**config.mk**
```make
export PLATFORM = sky130hd
export DESIGN_NAME = lfsr_rms_sampler_flat
export DESIGN_NICKNAME = d
export VERILOG_FILES = /design/src/rtl/lfsr_rms_sampler_if.sv /design/src/rtl/lfsr_rms_sampler.sv /design/src/flat_wrapper.sv
export SDC_FILE = /design/constraint.sdc
export NUM_CORES = 1
export LEC_CHECK = 0
export ABC_AREA = 1
export ABC_CLOCK_PERIOD_IN_PS = 1600
export BUFFER_PORTS_ARGS = -buffer_cell sky130_fd_sc_hd__buf_2
export CORE_MARGIN = 5
export CORE_UTILIZATION = 43
export DETAILED_ROUTE_END_ITERATION = 10
export PLACE_DENSITY_LB_ADDON = 0.3
export SLEW_MARGIN = 10
export SYNTH_ARGS = -nofsm -noshare
export SYNTH_HDL_FRONTEND = slang
export SYNTH_SLANG_ARGS = --single-unit
```
**constraint.sdc**
```tcl
create_clock -name clk_i -period 1.6 [get_ports clk_i]
set_input_delay 0.48 -clock clk_i [delete_from_list [all_inputs] [get_ports clk_i]]
set_output_delay 0.48 -clock clk_i [all_outputs]
set_load 0.01 [all_outputs]
```
**src/rtl/lfsr_rms_sampler_if.sv**
```systemverilog
// ============================================================================
//  Module      : lfsr_rms_sampler_if
//  Description : Sample/control bundle between the abs stage and the RMS
//                sampler. The master drives the packed samples and select
//                controls. The slave (the sampler) returns the chosen sample,
//                its index and a valid strobe.
//  Signals     : in_i      NSAMP*NBITS  packed samples, sample k at [NBITS*k +: NBITS]
//                en_i      1            advance/sample enable
//                sync_i    1            restart select sequence (level)
//                mode_i    2            00/11 LFSR, 01 sequential, 10 fixed
//                fix_sel_i SELW         index used in fixed mode
//                out_o     NBITS        selected sample (registered)
//                sel_o     SELW         index that produced out_o
//                valid_o   1            out_o/sel_o carry a new sample
//  Revision    : 1.0 - initial release
// ============================================================================
`default_nettype none

interface lfsr_rms_sampler_if #(
    parameter int NSAMP = 8,
    parameter int NBITS = 4
);
    localparam int SELW = $clog2(NSAMP);

    logic [NSAMP*NBITS-1:0] in_i;
    logic                   en_i;
    logic                   sync_i;
    logic [1:0]             mode_i;
    logic [SELW-1:0]        fix_sel_i;
    logic [NBITS-1:0]       out_o;
    logic [SELW-1:0]        sel_o;
    logic                   valid_o;

    modport master (
        output in_i, en_i, sync_i, mode_i, fix_sel_i,
        input  out_o, sel_o, valid_o
    );

    modport slave (
        input  in_i, en_i, sync_i, mode_i, fix_sel_i,
        output out_o, sel_o, valid_o
    );
endinterface

`default_nettype wire

```
**src/rtl/lfsr_rms_sampler.sv**
```systemverilog
// ============================================================================
//  Module      : lfsr_rms_sampler
//  Description : Decimating mux that picks one of NSAMP abs-valued samples per
//                enabled clock for the downstream RMS accumulator. The index
//                comes from a Fibonacci LFSR (advanced SELW steps per clock),
//                a wrapping counter, or a fixed runtime value.
//  Ports       : clk_i  clock
//                rst_i  synchronous active-high reset
//                bus    lfsr_rms_sampler_if slave modport (samples, controls,
//                       selected sample, index and valid strobe)
//  Revision    : 1.0 - initial release
// ============================================================================
`default_nettype none

module lfsr_rms_sampler #(
    parameter int NSAMP    = 8,
    parameter int NBITS    = 4,
    parameter int LFSR_LEN = 7
) (
    input  logic               clk_i,
    input  logic               rst_i,
    lfsr_rms_sampler_if.slave  bus
);

    localparam int SELW = $clog2(NSAMP);

    // Feedback tap position for each supported length (maximal-length taps).
    localparam int c_TAP = (LFSR_LEN == 7)  ? 6 :
                           (LFSR_LEN == 9)  ? 5 :
                           (LFSR_LEN == 11) ? 9 : 14;

    localparam logic [LFSR_LEN-1:0] c_SEED = {LFSR_LEN{1'b1}};

    localparam logic [1:0] c_MODE_SEQ = 2'b01;
    localparam logic [1:0] c_MODE_FIX = 2'b10;

    generate
        if (!(LFSR_LEN == 7 || LFSR_LEN == 9 || LFSR_LEN == 11 || LFSR_LEN == 15)) begin : g_bad_lfsr_len
            $error("lfsr_rms_sampler: LFSR_LEN must be 7, 9, 11 or 15");
        end
        if (NSAMP < 2 || NSAMP > 16 || (NSAMP & (NSAMP - 1)) != 0) begin : g_bad_nsamp
            $error("lfsr_rms_sampler: NSAMP must be a power of 2 in 2..16");
        end
        if ($bits(bus.in_i) != NSAMP*NBITS || $bits(bus.out_o) != NBITS) begin : g_bad_if
            $error("lfsr_rms_sampler: interface parameters do not match the sampler");
        end
    endgenerate

    logic [LFSR_LEN-1:0] r_lfsr;
    logic [SELW-1:0]     r_cnt;
    logic [NBITS-1:0]    r_out;
    logic [SELW-1:0]     r_sel;
    logic                r_valid;

    logic [LFSR_LEN-1:0] w_lfsr_next;
    logic [SELW-1:0]     w_sel;
    logic [NBITS-1:0]    w_sample;

    // SELW single steps unrolled into one clock so each enabled cycle consumes
    // a fresh, non-overlapping SELW-bit window of the sequence.
    always_comb begin
        w_lfsr_next = r_lfsr;
        for (int i = 0; i < SELW; i++) begin
            w_lfsr_next = {w_lfsr_next[LFSR_LEN-2:0],
                           w_lfsr_next[LFSR_LEN-1] ^ w_lfsr_next[c_TAP-1]};
        end
    end

    // Mode 11 is a reserved alias of LFSR mode and falls into the default arm.
    always_comb begin
        case (bus.mode_i)
            c_MODE_SEQ: w_sel = r_cnt;
            c_MODE_FIX: w_sel = bus.fix_sel_i;
            default:    w_sel = r_lfsr[SELW-1:0];
        endcase
    end

    assign w_sample = bus.in_i[NBITS*w_sel +: NBITS];

    // Output capture: uses the current (pre-sync) index even when sync_i is
    // high in the same cycle.
    always_ff @(posedge clk_i) begin
        if (rst_i) begin
            r_out   <= '0;
            r_sel   <= '0;
            r_valid <= 1'b0;
        end else if (bus.en_i) begin
            r_out   <= w_sample;
            r_sel   <= w_sel;
            r_valid <= 1'b1;
        end else begin
            r_valid <= 1'b0;
        end
    end

    // Index state: both sources free-run in every mode so switching modes
    // resumes their sequences. NSAMP is a power of 2, so the counter wraps
    // from NSAMP-1 to 0 on natural overflow.
    always_ff @(posedge clk_i) begin
        if (rst_i || bus.sync_i) begin
            r_lfsr <= c_SEED;
            r_cnt  <= '0;
        end else if (bus.en_i) begin
            r_lfsr <= w_lfsr_next;
            r_cnt  <= r_cnt + SELW'(1);
        end
    end

    assign bus.out_o   = r_out;
    assign bus.sel_o   = r_sel;
    assign bus.valid_o = r_valid;

endmodule

`default_nettype wire

```
**src/flat_wrapper.sv**
```systemverilog
// flat-port wrapper written by rule: the top's interface ports become plain ports
module lfsr_rms_sampler_flat 
#(
    parameter int NSAMP    = 8,
    parameter int NBITS    = 4,
    parameter int LFSR_LEN = 7
)
  (clk_i, rst_i, bus_in_i, bus_en_i, bus_sync_i, bus_mode_i, bus_fix_sel_i, bus_out_o, bus_sel_o, bus_valid_o);
  lfsr_rms_sampler_if #(.NSAMP(NSAMP), .NBITS(NBITS)) bus_i ();
  input  logic clk_i;
  input  logic rst_i;
  input wire logic [$bits(bus_i.in_i)-1:0] bus_in_i;
  input wire logic [$bits(bus_i.en_i)-1:0] bus_en_i;
  input wire logic [$bits(bus_i.sync_i)-1:0] bus_sync_i;
  input wire logic [$bits(bus_i.mode_i)-1:0] bus_mode_i;
  input wire logic [$bits(bus_i.fix_sel_i)-1:0] bus_fix_sel_i;
  output wire logic [$bits(bus_i.out_o)-1:0] bus_out_o;
  output wire logic [$bits(bus_i.sel_o)-1:0] bus_sel_o;
  output wire logic [$bits(bus_i.valid_o)-1:0] bus_valid_o;
  assign bus_i.in_i = bus_in_i;
  assign bus_i.en_i = bus_en_i;
  assign bus_i.sync_i = bus_sync_i;
  assign bus_i.mode_i = bus_mode_i;
  assign bus_i.fix_sel_i = bus_fix_sel_i;
  assign bus_out_o = bus_i.out_o;
  assign bus_sel_o = bus_i.sel_o;
  assign bus_valid_o = bus_i.valid_o;
  lfsr_rms_sampler #(.NSAMP(NSAMP), .NBITS(NBITS), .LFSR_LEN(LFSR_LEN)) u_core (.clk_i(clk_i), .rst_i(rst_i), .bus(bus_i));
endmodule
```
Yosys cells after proc, flatten, opt, wreduce, memory -nomap -nowiden
Index checks and enable logic that the tools add are counted.
Operators by class
  eq/ne operators: 2
  reductions and logical operators: 1
  bitwise logic cells: 3
  muxes and demuxes: 2
  add/subtract/negate cells: 1
  shifts and indexed selects: 1
Operators with widths (count)
  variable part select 32 x 6 -> 4 bit: 1
  one-hot mux 3 bit (2 select lines): 1
  adder 3 x 1 -> 3 bit, second input constant: 1
  bitwise XOR 1 bit: 3
  == test 2 x 1 -> 1 bit, second input constant: 1
  == test 2 bit, second input constant: 1
  logical OR 1 bit: 1
  two-way mux 1 bit: 1
Storage, ports and cells
  logic and storage cells: 15
  register bits after elaboration: 18
  output and inout bits: 8

Longest topological paths before layout
Gate-level depths: netlist (run 1).
  depth in word-level cells: 3
  gate-level depth with buffers: 13

Worst setup path before layout (run 1)
Ideal clock, no wire load.
  path type: in2reg
  from: input bus_mode_i[0]
  to: register u_core.r_out[0], in the netlist u_core.bus.out_o[0]
  data required time: 1491 ps
  cell stages on the path: 13
  setup slack: -107 ps
  setup time: 109 ps
  arrival: 1598 ps
  cells stage by stage: inv_1 ha_1 inv_2 nand3_4 nand2_4 buf_8 nand2_2 nand3_1 nand2_1 nand2_1 nand3_1 nand2_1 inv_1
On the way
  word-level cells in the longest chain between the ends: 3
  elaborated cells on any way between the ends: 4
  those cells by class: eq/ne: 2; shift: 1; mux: 1
Ends and longest elaborated chain
  start, declared: RTL line flat_wrapper.sv:15  | input wire logic [$bits(bus_i.mode_i)-1:0] bus_mode_i;
  == test 2 bit / == test 2 x 1 -> 1 bit (equally long branches): RTL line lfsr_rms_sampler.sv:71  | case (bus.mode_i)
  one-hot mux 3 bit (2 select lines) (*): RTL line lfsr_rms_sampler.sv:71
  variable part select 32 x 6 -> 4 bit (*): RTL line lfsr_rms_sampler.sv:78  | assign w_sample = bus.in_i[NBITS*w_sel +: NBITS];
  end signal, assigned: RTL line lfsr_rms_sampler.sv:88  | r_out <= w_sample;
  end, declared: RTL line lfsr_rms_sampler.sv:51  | logic [NBITS-1:0] r_out;
Every way passes the cells marked *; elsewhere a longest branch is shown, timed or not.
A chain may end at the register's enable or synchronous reset.

Worst setup path in the final report (run 1)
  from: input bus_mode_i[0]
  to: register u_core.r_out[1], in the netlist u_core.bus.out_o[1]
Same word-level chain as after synthesis.

==> impl_metrics.ini, run 1 <==
[yosys]
ys_ff_latch = 18
synth_cell_type_count = 24
ys_seq_area_frac = 0.294
yosys.area_share.adder = 0.0306
synth_warnings = 0
synth_xor_area_frac = 0.00714
netlist_area_um2 = 1230
synth-compound-area-share = 0.0837
synth_top_family_by_area = simple AND/OR/NAND/NOR gates
synth-simple-area-share = 0.452
synth_fp_nets = 226
avgSynthCellArea_um2 = 6.74
postSynthCellCount = 182
synthMuxAreaShare = 0

[sta]
hold_viol_final = 0
setup_viol = 0
period_needed_ns = 1.51
rsz0062_at_grt = false
maxSlewHeadroom = 0.818
finClkSkew_ns = 0.00277
fmax_ghz = 0.663
slew_violations = 0
tightest_slew_ns = 0.271
fin_crit_sh = 0.942

[finish]
fin_nets = 284
layout_common_cells = buf_2 (48), nand2_1 (43), nand3_1 (36), inv_1 (26), dfxtp_1 (18)
area_growth_pct = 31.8
final_cells = 270
num_antenna_cells = 0
layout-drive-gt1-share = 0.368
final_common_cell = buf_2

[grt]
grt_overflow = 0
grt_max_degree = 18
grtUsageTotal = 0.153
grt_first_pass_wirelength_um = 5290
first_global_vias = 1266
antenna_found_initial = 0

[critical_path]
criticalPathCategory = in2reg
slowest_delay_ns = 0.27
required_ns = 1.79
end_kind = register
reg2reg_slack_ns = 0.27
worstPathMaxFanout = 8
crit_arrival_ns = 1.70
path_cells = buf_2 -> inv_4 -> ha_4 -> inv_4 -> or2_4 -> nand2_8 -> inv_8 -> nand3_2 -> nand2_1 -> nand2_1 -> nand3_1 -> nand2_1 -> inv_1
crit_buf_inv = 5
crit_family = simple AND/OR/NAND/NOR gates
cp_common_cell = nand2_1
critPathSlowestCell = ha_4
start_kind = input port

[placement]
port_buffers = 48
gp_congestion = 0.829
dp.cells = 264
dpl.hpwl_um = 2350

[die]
coreArea_um2 = 2730
die_height_um = 63.4
rows = 19
die_w_um = 63.4
start_util = 0.449
ios = 49
dieArea_um2 = 4020

[routing]
vias = 1294
first_pass_iters = 4
drc = 0
drt-wirelength-per-cell_um = 11.3
drt-total-wl_um = 3050
ant_nets = 0
vias_per_cell = 4.79
drtIter0Drc = 78

[power_and_ir_drop]
clockPowerShare = 0.229
power_frac_seq = 0.420
switchingPower_uw = 378
power_uw = 1180
irDropWorstVdd_uv = 667
sw_frac_of_total = 0.322
powerDensity_nw_per_um2 = 727
internal_power_uw = 797
power_frac_comb = 0.351
leakagePower_uw = 0.000895

[clock_tree]
cts_hold_buf = 0
tritoncts = yes
cts_buffer_depth = 2
clock_sinks = 18
clk_latency_ns = 0.28
htreeDepth = 1
cts_root_buffer = clkbuf_4
cts_buffers = 3
clkSlewWorstSetupHoldPaths_ns = 0.10

[outcome]
outcome = complete, no violations

[run]
drv_cap = 0

[min_path]
hp-class = in2reg
sequential cells by signal, indices dropped and copies added (netlist names):
name                cells
u_core.r_lfsr           7
u_core.bus.out_o        4
u_core.r_cnt            3
u_core.bus.valid_o      1
u_core.bus.sel_o        3
synthesized netlist by cell type (all sizes together):
cell,instances,area [um^2]
nand2,52,236
nand3,46,283
inv,29,114
dfxtp,18,360
a21oi,9,45.0
nor2,7,26.3
o21ai,7,35.0
clkbuf,3,21.3
ha,3,37.5
o211ai,3,22.5
buf,2,22.5
clkinv,1,5.00
or2,1,8.76
xnor2,1,8.76
what timing repair did:
item / CTS / global route
resized for setup: 0 / 4
endpoints found under the hold margin: 0 / 0
endpoints found under the setup margin: 0 / 3
buffers inserted: 0 / 1
per-stage QoR:
step / instance area [um^2] / setup TNS (ns) / utilization / hold slack (ns) / setup slack, ns
after global routing: 1620 / 0 / 0.591 / 0.351 / 0.0107
after floorplan: 1250 / 0 / - / 0.446 / 0.00402
final: 1620 / 0 / 0.591 / 0.367 / 0.0923
after detailed placement: 1540 / -0.883 / 0.564 / 0.474 / -0.220
after global placement: 1540 / -0.827 / 0.564 / 0.473 / -0.212
after CTS: 1580 / 0 / 0.577 / 0.358 / 0.0926
final timing paths:
| check | start | endpoint | cells after the start |
|---|---|---|---|
| max | bus_mode_i[0] | u_core.bus.out_o[1] | 13 |
| min | rst_i | u_core.bus.valid_o | 2 |
| max reg2reg | u_core.r_lfsr[0] | u_core.bus.out_o[1] | 10 |
| min reg2reg | u_core.r_lfsr[0] | u_core.r_lfsr[3] | 2 |
worst register-to-register path, stage by stage, from the launching register on:
cell and delay, ns:
dfxtp_1 0.34, inv_1 0.08, nand2_2 0.13, buf_4 0.22, nand3_1 0.09, nand3_1 0.09
nand2_1 0.08, nand2_1 0.06, nand3_1 0.06, nand2_1 0.06, inv_1 0.04
area by class of cell:
class	count	area, um^2
clock buffers	4	36.3
flip-flops and latches	18	360
inverters	30	126
fillers	262	1120
well taps	31	38.8
multi-input cells	130	743
repair buffers	57	312
kinds of logic after synthesis:
group                      count (synthesis)
DFF                                       18
adders and majority gates                  3
buffers and inverters                     35
and+or+nand+nor                          106
xor gates and xnor gates                   1
AOI/OAI and AO/OA                         19
layer usage:
| metal | global-route usage | part of all wire |
|---|---|---|
| met1 | 0.194 | 0.44 |
| met2 | 0.246 | 0.47 |
| met3 | 0.0337 | 0.066 |
| met4 | 0.0675 | 0.023 |
| met5 | 0 | 0 |
power groups by stage:
stage                     Combinational (uW)  Sequential [uW]  Clock [uW]
final                                    412              494         269
after global routing                     468              499         307
after CTS                                394              495         277
after detailed placement                 392              505           0
after global placement                   389              504           0
after floorplan                          261              511           0
No activity file was read; power rests on OpenSTA's default activity.
==> inputs of run 2 (changes only) <==
--- a/config.mk
+++ b/config.mk
@@ -11,6 +11,7 @@
 export CORE_MARGIN = 5
 export CORE_UTILIZATION = 43
 export DETAILED_ROUTE_END_ITERATION = 10
+export GPL_TIMING_DRIVEN = 0
 export PLACE_DENSITY_LB_ADDON = 0.3
 export SLEW_MARGIN = 10
 export SYNTH_ARGS = -nofsm -noshare
==> impl_metrics.ini, run 2 (same netlist as run 1, synthesis figures left out) <==
[power_and_ir_drop]
power_frac_comb = 0.380
powerDensity_nw_per_um2 = 732
leakagePower_uw = 0.000931
irDropWorstVdd_uv = 585
power_uw = 1240
clockPowerShare = 0.221
sw_frac_of_total = 0.326
internal_power_uw = 833
switchingPower_uw = 404
power_frac_seq = 0.399

[grt]
grt_max_degree = 11
grt_first_pass_wirelength_um = 5180
first_global_vias = 1212
antenna_found_initial = 0
grt_overflow = 0
grtUsageTotal = 0.152

[critical_path]
crit_arrival_ns = 1.74
start_kind = input port
required_ns = 1.79
end_kind = register
worstPathMaxFanout = 8
criticalPathCategory = in2reg

[finish]
fin_nets = 288
num_antenna_cells = 0
layout-drive-gt1-share = 0.379
largest_reg_flops = 7
stdcell_area_um2 = 1690
layout_common_cells = buf_2 (47), nand2_1 (42), nand3_1 (36), inv_1 (26), dfxtp_1 (18)
final_common_cell = buf_2
regMostFlops = u_core.r_lfsr
area_growth_pct = 37.9

[sta]
fmax_ghz = 0.646
finalSetupTns_ns = 0
fin_crit_sh = 0.968
fin_hold_ws_ns = 0.368
tightest_slew_ns = 0.513
period_needed_ns = 1.55
hold_viol_final = 0
finClkSkew_ns = 0.00653
slew_violations = 0
setup_viol = 0
maxSlewHeadroom = 0.657

[outcome]
outcome = complete, no violations

[clock_tree]
clkSlewWorstSetupHoldPaths_ns = 0.09
cts_buffers = 3
tritoncts = yes
clk_latency_ns = 0.29
cts_buffer_depth = 2
clock_sinks = 18
cts_root_buffer = clkbuf_4
htreeDepth = 1

[routing]
drtIter0Drc = 89
drt-wirelength-per-cell_um = 12.1
vias = 1337
ant_nets = 0
vias_per_cell = 4.88
drt-total-wl_um = 3310
drc = 0
first_pass_iters = 4

[placement]
dpl.hpwl_um = 2390
place_area_um2 = 1530
port_buffers = 48
gp_congestion = 0.803

[die]
start_util = 0.449
die_w_um = 63.4
ios = 49
rows = 19
coreArea_um2 = 2730
die_height_um = 63.4
dieArea_um2 = 4020

[run]
drv_cap = 0

[min_path]
hp-class = in2reg
run 2: repair_timing:
item	CTS	global route
gates resized for setup	0	10
hold buffers	0	0
buffers inserted	0	7
endpoints found under the setup margin	0	4
run 2: layout make-up:
type | count | area, um^2
Timing Repair Buffer | 56 | 328
Inverter | 30 | 126
Clock buffer | 4 | 36.3
Multi-Input combinational cell | 130 | 753
Fill cell | 262 | 1040
Tap cell | 31 | 38.8
Sequential cell | 18 | 360
Buffer | 5 | 47.5
run 2: per-layer routing:
layer / global-route usage / vias up / wire (um)
met5: 0 / - / 0
met4: 0.0468 / 0 / 17
met3: 0.0249 / 2 / 191
met2: 0.245 / 28 / 1690
met1: 0.205 / 594 / 1410
li1: - / 713 / -
run 2: worst max-delay path, stage by stage:
cell	delay, ns
buf_4	0.10
inv_4	0.03
ha_4	0.28
inv_4	0.05
or2_4	0.27
nand2_8	0.11
inv_8	0.06
nand3_2	0.05
nand2_1	0.07
nand2_1	0.06
nand3_1	0.07
nand2_1	0.06
inv_1	0.03
run 2: path summary, 6_finish.rpt:
kind	from	end	slack, ns	cells past startpoint
max	bus_mode_i[0]	u_core.bus.out_o[1]	0.05	13
min	rst_i	u_core.bus.valid_o	0.37	2
max reg2reg	u_core.r_cnt[0]	u_core.bus.out_o[3]	0.21	10
min reg2reg	u_core.r_cnt[1]	u_core.r_cnt[1]	0.50	2
run 2: power groups by stage:
stage / clock network [uW] / logic [uW] / registers, uW
final: 273 / 470 / 494
after global placement: 0 / 387 / 505
after global routing: 302 / 521 / 500
after CTS: 284 / 394 / 495
after detailed placement: 0 / 392 / 505
after floorplan: 0 / 261 / 511
run 2: metrics by stage:
stage                     instances   util  worst slack [ns]
after detailed placement        261  0.558            -0.297
after global routing            274  0.618           -0.0252
after floorplan                 182      -           0.00402
after global placement          261  0.558            -0.276
after CTS                       265  0.571           0.00288
final                           274  0.618            0.0516
